==> config.mk <==
export PLATFORM = sky130hd
export DESIGN_NAME = extui_shared
export DESIGN_NICKNAME = d
export VERILOG_FILES = /design/src/rtl/extui_shared_pkg.sv /design/src/rtl/extui_shared_rr_arbiter.sv /design/src/rtl/extui_shared.sv
export SDC_FILE = /design/constraint.sdc
export NUM_CORES = 1
export LEC_CHECK = 0
export CAP_MARGIN = 40
export CORE_MARGIN = 4
export CORE_UTILIZATION = 35
export CTS_BUF_LIST = sky130_fd_sc_hd__clkbuf_8
export CTS_CLUSTER_SIZE = 14
export DETAILED_ROUTE_END_ITERATION = 16
export GPL_TIMING_DRIVEN = 0
export PLACE_DENSITY = 0.81
export SLEW_MARGIN = 15
export SYNTH_ARGS = -nofsm -noshare
export SYNTH_HDL_FRONTEND = slang
export SYNTH_SLANG_ARGS = --single-unit
==> constraint.sdc <==
create_clock -name clk -period 2.44 [get_ports clk]
set_input_delay 0.244 -clock clk [delete_from_list [all_inputs] [get_ports clk]]
set_output_delay 0.244 -clock clk [all_outputs]
set_load 0.1 [all_outputs]
==> src/rtl/extui_shared_pkg.sv <==
// Shared helpers for the time-multiplexed zero-extension datapath.
package extui_shared_pkg;

  // Ceiling log2, never below 1 so a single-channel tag still has one bit.
  function automatic int clog2_min1(input int n);
    int r;
    r = 0;
    while ((1 << r) < n) r++;
    return (r < 1) ? 1 : r;
  endfunction

endpackage

==> src/rtl/extui_shared_rr_arbiter.sv <==
// Round-robin arbiter: first requester at or after the pointer wins; the pointer
// moves past the winner only when the grant is actually taken (adv=1).
module extui_shared_rr_arbiter
  import extui_shared_pkg::*;
#(
  parameter int NUM_CH = 2,
  parameter int TAG_W  = 1
) (
  input  logic              clk,
  input  logic              rst,
  input  logic [NUM_CH-1:0] req,
  input  logic              adv,
  output logic [NUM_CH-1:0] grant,
  output logic [TAG_W-1:0]  idx,
  output logic              found
);

  logic [TAG_W-1:0] ptr_q, ptr_d;

  // Two passes: channels at/after the pointer first, then the wrapped ones.
  always_comb begin
    grant = '0;
    idx   = '0;
    found = 1'b0;
    for (int i = 0; i < NUM_CH; i++) begin
      if (!found && req[i] && (i >= int'(ptr_q))) begin
        found    = 1'b1;
        grant[i] = 1'b1;
        idx      = TAG_W'(i);
      end
    end
    for (int i = 0; i < NUM_CH; i++) begin
      if (!found && req[i]) begin
        found    = 1'b1;
        grant[i] = 1'b1;
        idx      = TAG_W'(i);
      end
    end
  end

  always_comb begin
    ptr_d = ptr_q;
    if (found && adv) begin
      ptr_d = (int'(idx) == NUM_CH - 1) ? '0 : idx + 1'b1;
    end
  end

  always_ff @(posedge clk or posedge rst) begin
    if (rst) ptr_q <= '0;
    else     ptr_q <= ptr_d;
  end

endmodule

==> src/rtl/extui_shared.sv <==
// NUM_CH elastic channels share one LATENCY-deep zero-extension pipeline; a tag
// rides with each token and steers the result back to its own output channel.
module extui_shared
  import extui_shared_pkg::*;
#(
  parameter int NUM_CH      = 2,
  parameter int INPUT_TYPE  = 32,
  parameter int OUTPUT_TYPE = 64,
  parameter int LATENCY     = 2
) (
  input  logic                          clk,
  input  logic                          rst,
  input  logic [NUM_CH*INPUT_TYPE-1:0]  ins,
  input  logic [NUM_CH-1:0]             ins_valid,
  output logic [NUM_CH-1:0]             ins_ready,
  output logic [NUM_CH*OUTPUT_TYPE-1:0] outs,
  output logic [NUM_CH-1:0]             outs_valid,
  input  logic [NUM_CH-1:0]             outs_ready
);

  localparam int TAG_W = clog2_min1(NUM_CH);
  localparam int LAST  = LATENCY - 1;

  logic                   vld_q [LATENCY];
  logic                   vld_d [LATENCY];
  logic [TAG_W-1:0]       tag_q [LATENCY];
  logic [TAG_W-1:0]       tag_d [LATENCY];
  logic [OUTPUT_TYPE-1:0] dat_q [LATENCY];
  logic [OUTPUT_TYPE-1:0] dat_d [LATENCY];

  logic [NUM_CH-1:0]     grant;
  logic [TAG_W-1:0]      win_idx;
  logic                  win_found;
  logic                  adv;
  logic                  fire;
  logic                  acc;
  logic [INPUT_TYPE-1:0] win_data;

  extui_shared_rr_arbiter #(
    .NUM_CH (NUM_CH),
    .TAG_W  (TAG_W)
  ) u_arb (
    .clk   (clk),
    .rst   (rst),
    .req   (ins_valid),
    .adv   (adv),
    .grant (grant),
    .idx   (win_idx),
    .found (win_found)
  );

  // Drain: head token is presented only on its tagged channel; data is broadcast.
  always_comb begin
    outs_valid = '0;
    for (int j = 0; j < NUM_CH; j++) begin
      if (vld_q[LAST] && (int'(tag_q[LAST]) == j)) outs_valid[j] = 1'b1;
    end
  end

  assign fire      = |(outs_valid & outs_ready);
  assign adv       = !vld_q[LAST] || fire;
  assign ins_ready = grant & {NUM_CH{adv}};
  assign acc       = win_found && adv;
  assign outs      = {NUM_CH{dat_q[LAST]}};

  always_comb begin
    win_data = '0;
    for (int i = 0; i < NUM_CH; i++) begin
      if (grant[i]) win_data = win_data | ins[i*INPUT_TYPE +: INPUT_TYPE];
    end
  end

  // Stage 0 load (zero-extend) and lockstep shift; a stall freezes every stage.
  always_comb begin
    for (int i = 0; i < LATENCY; i++) begin
      vld_d[i] = vld_q[i];
      tag_d[i] = tag_q[i];
      dat_d[i] = dat_q[i];
    end
    if (adv) begin
      vld_d[0] = acc;
      tag_d[0] = win_idx;
      dat_d[0] = {{(OUTPUT_TYPE-INPUT_TYPE){1'b0}}, win_data};
      for (int i = 1; i < LATENCY; i++) begin
        vld_d[i] = vld_q[i-1];
        tag_d[i] = tag_q[i-1];
        dat_d[i] = dat_q[i-1];
      end
    end
  end

  always_ff @(posedge clk or posedge rst) begin
    if (rst) begin
      for (int i = 0; i < LATENCY; i++) vld_q[i] <= 1'b0;
    end else begin
      for (int i = 0; i < LATENCY; i++) vld_q[i] <= vld_d[i];
    end
  end

  always_ff @(posedge clk) begin
    for (int i = 0; i < LATENCY; i++) begin
      tag_q[i] <= tag_d[i];
      dat_q[i] <= dat_d[i];
    end
  end

endmodule
==> out/qor.yml <==
run_status:
  status: "complete, no violations"
synthesis:
  yosysUniqueCellTypes: 18
  yosysTopAreaCell: "edfxtp_1"
  syn_avg_cell_area_um2: 13.71
  ys_ff_latch: 69
  ys_async_sr_fraction_pct: 4.348
  syn_inst: 254
  synth_area_leaders: "edfxtp_1 57%, buf_4 28%, a22o_1 8.0%"
  synth-edff-count: 66
  synth_area_mm2: 0.003483
  synthMostInstantiatedCell: "buf_4"
  ys_seq_area_share_pct: 59.05
  synth-main-ff-cell: "edfxtp_1"
  ys_warn_count: 0
  synth_top_area_share_pct: 56.90
  synthTopCellsByCount: "129 x buf_4, 66 x edfxtp_1, 32 x a22o_1, 4 x buf_6"
placed_design:
  io_buffers: 137
  place_area_mm2: 0.006336
  dpl.hpwl_um: 8757
  place_inst: 655
  gp_congestion: 0.7677
global_routing:
  overflow: 0
  grt_max_degree: 36
  grt_pass1_vias: 2965
  grt_pass1_wl_um: 16300
  antenna_found_initial: 0
  track_usage_pct: 19.35
routing:
  drc_errors: 0
  drtIter0Drc: 193
  postRouteAntennaNets: 0
  wirelength_um: 11310
  drt-vias-per-instance: 4.022
  wire_per_inst_um: 16.51
  drt-pass1-iter-count: 4
  routed-via-count: 2755
worst_setup_path:
  slowest_stage: "clkdlybuf4s50_1"
  start_kind: "flip-flop"
  r2r_end: "dat_q[0][25]"
  worst_path_most_repeated_cell: "buf_4"
  end_kind: "primary output"
  r2r_start: "tag_q[0][1]"
  cpPeakStageDelay_ps: 540
  setup.worst_path.start: "u_arb.ptr_q"
  critPathRequiredTime_ps: 2200
  arrival_ps: 2160
  r2r_slack_ps: 520
  path_class: "flip-flop to primary output"
  reg2regPathDepth: 5
  cp_max_fo: 10
  cp_cell_sequence: "buf_4 > a21boi_4 > buf_4 > and2_4 > clkdlybuf4s50_1 > buf_12"
  cp-endpoint: "ins_ready[0]"
power:
  finalPower_mw: 8.420
  powerDensity_mw_per_mm2: 1260
  ir_drop_mv: 0.7124
  p_leak_nw: 3.048
cts:
  clockBufferDepth: 2
  tritoncts: "yes"
  cts_root_buf: "clkbuf_8"
  hold_buffers: 0
  clock_sinks: 69
  clock_latency_ps: 350
  htree_levels: 3
  cts.reportedPaths.clkPinSlew_ps: 70
  cts_buffers: 9
final_layout:
  fin_area_mm2: 0.006684
  final_util_pct: 68.70
  final_cells: 685
  drive_above_1_share_pct: 42.93
  area_growth_pct: 91.88
  n_antenna_cell: 0
  fin_nets: 618
  fillCellCount: 647
timing:
  rsz0062_at_grt: "no"
  hold_slack_ps: 80.95
  fmax_mhz: 416.3
  fin_crit_ps: 2402
  finalSetupViolations: 0
  post-route-period-util_pct: 98.44
  drv_slew: 0
  finalHoldViolCount: 0
  clock_skew_ps: 14.00
floorplanning:
  chipHeight_um: 107.8
  core_area_mm2: 0.009729
  ios: 202
  start_util_pct: 35.80
  die_x_um: 107.8
  row_count: 36
  die-area_mm2: 0.01161
min_path:
  hp-class: "input port to asynchronous set/reset pin"
run:
  cap_violations: 0
## critical path: cells and delay by family (launching register included)
family	cells	cell delay [ps]
simple gates	1	170
compound gates	1	160
buf+inv	4	1090
flops	1	390
## layer usage
| layer | routed length (um) | global-route usage, % | vias up | part of all wire, % |
|---|---|---|---|---|
| met5 | 0 | 0 | - | 0 |
| met4 | 564 | 11.45 | 0 | 5.0 |
| met3 | 615 | 3.659 | 39 | 5.4 |
| met2 | 6698 | 38.14 | 142 | 59 |
| met1 | 3433 | 18.07 | 1280 | 30 |
| li1 | - | - | 1294 | - |
## metrics by stage
step / setup WS [ps] / setup TNS [ps]
floorplan: 219.4 / 0
global placement: -724.0 / -1447
detailed placement: -492.1 / -974.3
CTS: -6.156 / -6.156
global route: 0.03508 / 0
finish: 38.03 / 0
## final cells by class
cell class	count	area, um^2	area share [%]
well taps	133	166.4	2.490
clock buffers	9	123.9	1.853
clock inverters	6	55.05	0.8237
multi-input cells	113	693.2	10.37
flip-flops and latches	69	2057	30.77
repair buffers	218	2555	38.23
inverters	2	7.507	0.1123
plain buffers	135	1026	15.35
## flip-flops by register name, indices dropped and copies added, names as in the netlist
signal       flops
dat_q           64
tag_q            2
u_arb.ptr_q      1
vld_q            2
## worst min-delay path by stage
stage	startpoint	to	slack (ps)
2_1_floorplan	rst	u_arb.ptr_q	-2
3_3_place_gp	dat_q[0][16]	dat_q[0][80]	400
3_5_place_dp	dat_q[0][18]	dat_q[0][82]	400
4_1_cts	rst	vld_q[0]	70
5_1_grt	rst	u_arb.ptr_q	80
6_report	rst	vld_q[0]	80
## layout by cell type (no fill, tap or decap), drive strengths merged, types with 2 or more instances in the layout
| cell | synthesis | routed |
|---|---|---|
| inv | 2 | 2 |
| clkdlybuf4s50 | 0 | 135 |
| conb | 1 | 64 |
| nand2 | 2 | 4 |
| dfrtp | 3 | 3 |
| dlymetal6s2s | 0 | 2 |
| nor2b | 2 | 2 |
| and2 | 4 | 4 |
| buf | 135 | 216 |
| clkbuf | 0 | 9 |
| mux2i | 2 | 2 |
| clkinv | 0 | 4 |
| a22o | 32 | 32 |
| edfxtp | 66 | 66 |
## power breakdown
group	internal, mW	switching [mW]
registers	1.74	0.167
logic	2.10	3.55
clock network	0.455	0.415
total	4.29	4.13
## kinds of logic (layout without fill, tap and decap cells)
group           count (synthesis)  count (layout)  share of synthesized area, %
simple gates                   10              12                         1.868
compound gates                 35              35                         8.800
mux                             2               2                        0.5747
other cells                     1              64                        0.1077
buf+inv                       137             370                         29.60
flops                          69              69                         59.05
## timing repair
item / in CTS / in global routing
buffers inserted: 6 / 7
gates resized for setup: 6 / 4
cloned: 2 / 0
endpoints found under the setup margin: 2 / 2
pin swaps: 1 / 0
(Power assumes the default switching activity.)
